File: src/rtl/stream_demux1x2.sv
// rtl/stream_demux1x2.sv - 1-to-2 valid/ready stream demux with per-output register stage and beat counters
// Optional build macro: DEMUX_AUTO_TOGGLE_EN (destination alternates out0/out1, in_sel ignored)
module stream_demux1x2 #(
    parameter int WIDTH = 8,
    parameter int CNT_W = 16
) (
    input  logic             clk,
    input  logic             rst,
    input  logic             in_valid,
    output logic             in_ready,
    input  logic [WIDTH-1:0] in_data,
    input  logic             in_sel,
    output logic             out0_valid,
    input  logic             out0_ready,
    output logic [WIDTH-1:0] out0_data,
    output logic             out1_valid,
    input  logic             out1_ready,
    output logic [WIDTH-1:0] out1_data,
    output logic [CNT_W-1:0] cnt0,
    output logic [CNT_W-1:0] cnt1
);

    typedef enum logic {
        EMPTY = 1'b0,
        FULL  = 1'b1
    } state_t;

    state_t           r_state0;
    state_t           r_state1;
    state_t           w_state0_nx;
    state_t           w_state1_nx;
    logic [WIDTH-1:0] r_data0;
    logic [WIDTH-1:0] r_data1;
    logic [CNT_W-1:0] r_cnt0;
    logic [CNT_W-1:0] r_cnt1;

    logic w_sel;
    logic w_can_load0;
    logic w_can_load1;
    logic w_in_hs;
    logic w_load0;
    logic w_load1;

`ifdef DEMUX_AUTO_TOGGLE_EN
    logic r_toggle;
    logic w_unused_sel;

    assign w_unused_sel = in_sel;
    assign w_sel        = r_toggle;

    // Alternate destination on every accepted beat, starting with out0
    always_ff @(posedge clk) begin
        if (rst) begin
            r_toggle <= 1'b0;
        end else if (w_in_hs) begin
            r_toggle <= ~r_toggle;
        end
    end
`else
    assign w_sel = in_sel;
`endif

    // A stage can take a beat when empty, or when its current beat leaves this cycle
    assign w_can_load0 = (r_state0 == EMPTY) || out0_ready;
    assign w_can_load1 = (r_state1 == EMPTY) || out1_ready;
    assign in_ready    = w_sel ? w_can_load1 : w_can_load0;
    assign w_in_hs     = in_valid && in_ready;
    assign w_load0     = w_in_hs && !w_sel;
    assign w_load1     = w_in_hs && w_sel;

    // Next-state for both output stages: a load wins over a drain so the stage stays full
    always_comb begin
        w_state0_nx = r_state0;
        w_state1_nx = r_state1;
        if (w_load0) begin
            w_state0_nx = FULL;
        end else if ((r_state0 == FULL) && out0_ready) begin
            w_state0_nx = EMPTY;
        end
        if (w_load1) begin
            w_state1_nx = FULL;
        end else if ((r_state1 == FULL) && out1_ready) begin
            w_state1_nx = EMPTY;
        end
    end

    // State registers; reset drops any buffered beat
    always_ff @(posedge clk) begin
        if (rst) begin
            r_state0 <= EMPTY;
            r_state1 <= EMPTY;
        end else begin
            r_state0 <= w_state0_nx;
            r_state1 <= w_state1_nx;
        end
    end

    // Data capture and acceptance counters, counted on input handshakes only
    always_ff @(posedge clk) begin
        if (rst) begin
            r_data0 <= '0;
            r_data1 <= '0;
            r_cnt0  <= '0;
            r_cnt1  <= '0;
        end else begin
            if (w_load0) begin
                r_data0 <= in_data;
                r_cnt0  <= r_cnt0 + CNT_W'(1);
            end
            if (w_load1) begin
                r_data1 <= in_data;
                r_cnt1  <= r_cnt1 + CNT_W'(1);
            end
        end
    end

    assign out0_valid = (r_state0 == FULL);
    assign out1_valid = (r_state1 == FULL);
    assign out0_data  = r_data0;
    assign out1_data  = r_data1;
    assign cnt0       = r_cnt0;
    assign cnt1       = r_cnt1;

endmodule

File: config.mk
export PLATFORM = sky130hd
export DESIGN_NAME = stream_demux1x2
export DESIGN_NICKNAME = d
export VERILOG_FILES = /design/src/rtl/stream_demux1x2.sv
export SDC_FILE = /design/constraint.sdc
export NUM_CORES = 1
export LEC_CHECK = 0
export ABC_AREA = 1
export CAP_MARGIN = 5
export CORE_AREA = 10 10 87 89
export CTS_BUF_LIST = sky130_fd_sc_hd__clkbuf_4
export CTS_CLUSTER_DIAMETER = 60
export DETAILED_ROUTE_END_ITERATION = 10
export DIE_AREA = 0 0 97 99
export PLACE_DENSITY = 0.7
export SLEW_MARGIN = 20
export SYNTH_ARGS = -nofsm -noshare
export SYNTH_HDL_FRONTEND = slang
export SYNTH_SLANG_ARGS = --single-unit
export TNS_END_PERCENT = 5
File: constraint.sdc
create_clock -name clk -period 1.8 [get_ports clk]
set_input_delay 0.36 -clock clk [delete_from_list [all_inputs] [get_ports clk]]
set_output_delay 0.36 -clock clk [all_outputs]
set_load 0.01 [all_outputs]
==> results.tsv <==
metric	value	unit
status	finished clean	
cts_tree	yes	
startpoint	cnt1[3]	
dominantRegCellSynth	dfxtp_1	
hold_viol_final	0	
cp-start-kind	flip-flop	
port-buffer-count	64	
wire_per_inst	12.80	um
cp-endpoint	cnt1[3]	
cp.arrival	1.38	ns
async_flop_share	0	%
vias_per_cell	4.789	
p_per_area	655.7	nW/um^2
die_x	97	um
drtIter0Drc	73	
row_count	28	
dieArea	9603	um^2
avgSynthCellArea	6.784	um^2
fmax	0.5754	GHz
dpl_cell_area	3201	um^2
synth_top_area_share	41.80	%
track_usage	13.27	%
r2r_slack	0.28	ns
synth-seq-cells	50	
syn_to_final_growth	38.14	%
fillers	570	
finalInstanceArea	3308	um^2
p_leak	0.001239	uW
globalplace.congestion	0.8219	
grt_pass1_wl	11020	um
insertion_delay	0.37	ns
synth_most_common_cell	nand2_1	
regArea	1008	um^2
die-height	99	um
clockBufferDepth	2	
required	1.44	ns
netlist_top_cells_area	dfxtp_1 (42%), nand2_1 (17%), nor2_1 (10%), a21oi_1 (5.6%), inv_1 (4.7%)	
nets	446	
grt.busiest_layer	met2	
synthTopCellsByCount	nand2_1 (108), nor2_1 (66), dfxtp_1 (50), inv_1 (30), a21oi_1 (27)	
met2_usage	21.76	%
fp.coreArea	5851	um^2
postRouteAntennaNets	0	
clock-sinks	50	
hpwl	4848	um
grt_pass1_vias	2325	
finalPower	2169	uW
slew-limit-headroom	76.14	%
reg2reg_depth	8	
drc_errors	0	
cp.depth	1	
final-setup-viol-count	0	
period_needed	1.738	ns
r2r-end	cnt1[12]	
drv_cap	0	
slew_viol_final	0	
htree_levels	2	
grt_overflow	0	
regToRegStartpoint	cnt1[0]	
grt_use_met3	5.726	%
tightest_slew	0.3579	ns
holdCritPathClass	reg2reg	
ys_warn_count	0	
yosys.cell_types.count	25	
final.period_utilization	96.55	%
path_cells	clkdlybuf4s50_1	
synth_nets	369	
grt_max_degree	29	
io_pins	65	
cp_max_fo	5	
root_buffer	clkbuf_4	
ir_drop	0.5558	mV
n_antenna_cell	0	
synth-edff-count	0	
layout-drive-gt1-share	11.14	%
drt_pass1_iterations	4	
vias	2423	
routed_wl	6478	um
cp_slowest_stage_delay	0.57	ns
multi_input_area	1201	um^2
crit_type	reg2out	
critPathBufInv	1	
cp-end-kind	output port	
fin_skew	0.01554	ns
grt_use_met1	15.51	%
crit_slowest_cell	clkdlybuf4s50_1	
crit_family	buffers and inverters	
synth_cells	353	
path_clk_slew	0.15	ns
yosysSeqAreaShare	41.80	%
postCtsSetupBuffers	0	
yosysTopAreaCell	dfxtp_1	
grt_antenna_before_repair	0	
syn_area	2395	um^2
cts_made_buffers	5	
rsz0062_at_grt	no	
start_util	40.93	%
==> through the flow <==
stage               instances  worst slack [ns]  hold slack [ns]  util (%)  setup TNS (ns)
floorplan                 353            0.4809           0.4874         -               0
global placement          498           -0.1494           0.4512     54.70         -0.1755
detailed placement        498           -0.1450           0.4571     54.70         -0.3690
CTS                       506           0.01053           0.4754     56.42               0
global route              506          0.002730           0.5012     56.54               0
finish                    506           0.06209           0.4721     56.54               0
==> what timing repair did <==
item / 4_1_cts / 5_1_grt
endpoints found under the setup margin: 1 / 6
gates resized for setup: 1 / 6
hold buffers: 0 / 0
==> sequential cells by signal (all words and copies together) (netlist names) <==
register / flops
out1_data: 8
out1_valid: 1
out0_valid: 1
cnt0: 16
out0_data: 8
cnt1: 16
==> where the power goes <==
part	total [uW]	internal, uW	switching [uW]
sequential	1150	1130	16.2
clock	787	428	359
combinational	234	117	118
total	2170	1680	493
==> metal layers <==
layer / share of wire (%) / up-vias
li1: - / 1259
met1: 43 / 1093
met2: 47 / 65
met3: 9.3 / 6
met4: 0.83 / 0
met5: 0 / -
==> kinds of logic (layout without fill, tap and decap cells) <==
family / Yosys count / in the layout / share of synthesized area [%]
xor+xnor: 4 / 4 / 1.463
flops: 50 / 50 / 41.80
fa+ha+maj: 2 / 2 / 1.045
compound gates: 33 / 33 / 7.001
simple gates: 220 / 220 / 40.65
buf+inv: 44 / 122 / 8.046
==> layout make-up <==
| class | count | area share, % |
|---|---|---|
| Multi-Input combinational cell | 259 | 36.31 |
| Sequential cell | 50 | 30.48 |
| Timing Repair Buffer | 81 | 23.56 |
| Inverter | 33 | 3.744 |
| Tap cell | 75 | 2.837 |
| Clock inverter | 3 | 1.929 |
| Clock buffer | 5 | 1.135 |
==> tightest hold or removal path: stages, from the launching register on <==
cell     delay (ns)
dfxtp_1        0.34
nand2_1        0.06
a21oi_1        0.05
==> worst min-delay path by stage <==
stage	start	end	depth (start not counted)
2_1_floorplan	out1_data[7]	out1_data[7]	2
3_3_place_gp	out0_data[1]	out0_data[1]	2
3_5_place_dp	out1_data[4]	out1_data[4]	2
4_1_cts	out1_data[7]	out1_data[7]	2
5_1_grt	out1_data[4]	out1_data[4]	2
6_report	out1_data[7]	out1_data[7]	2
==> cell usage in the layout (no fill, tap or decap), drive strengths merged, types with 2 or more instances in the layout <==
cell and instances:
nor3b 2, o21ai 5, buf 17, nand3 15, inv 33, nor2 75
ha 2, xnor2 4, dfxtp 50, clkdlybuf4s50 63, a21oi 27, nand4 8
nor3 10, nand2 110, bufinv 2, clkbuf 5
(Power assumes the default switching activity.)
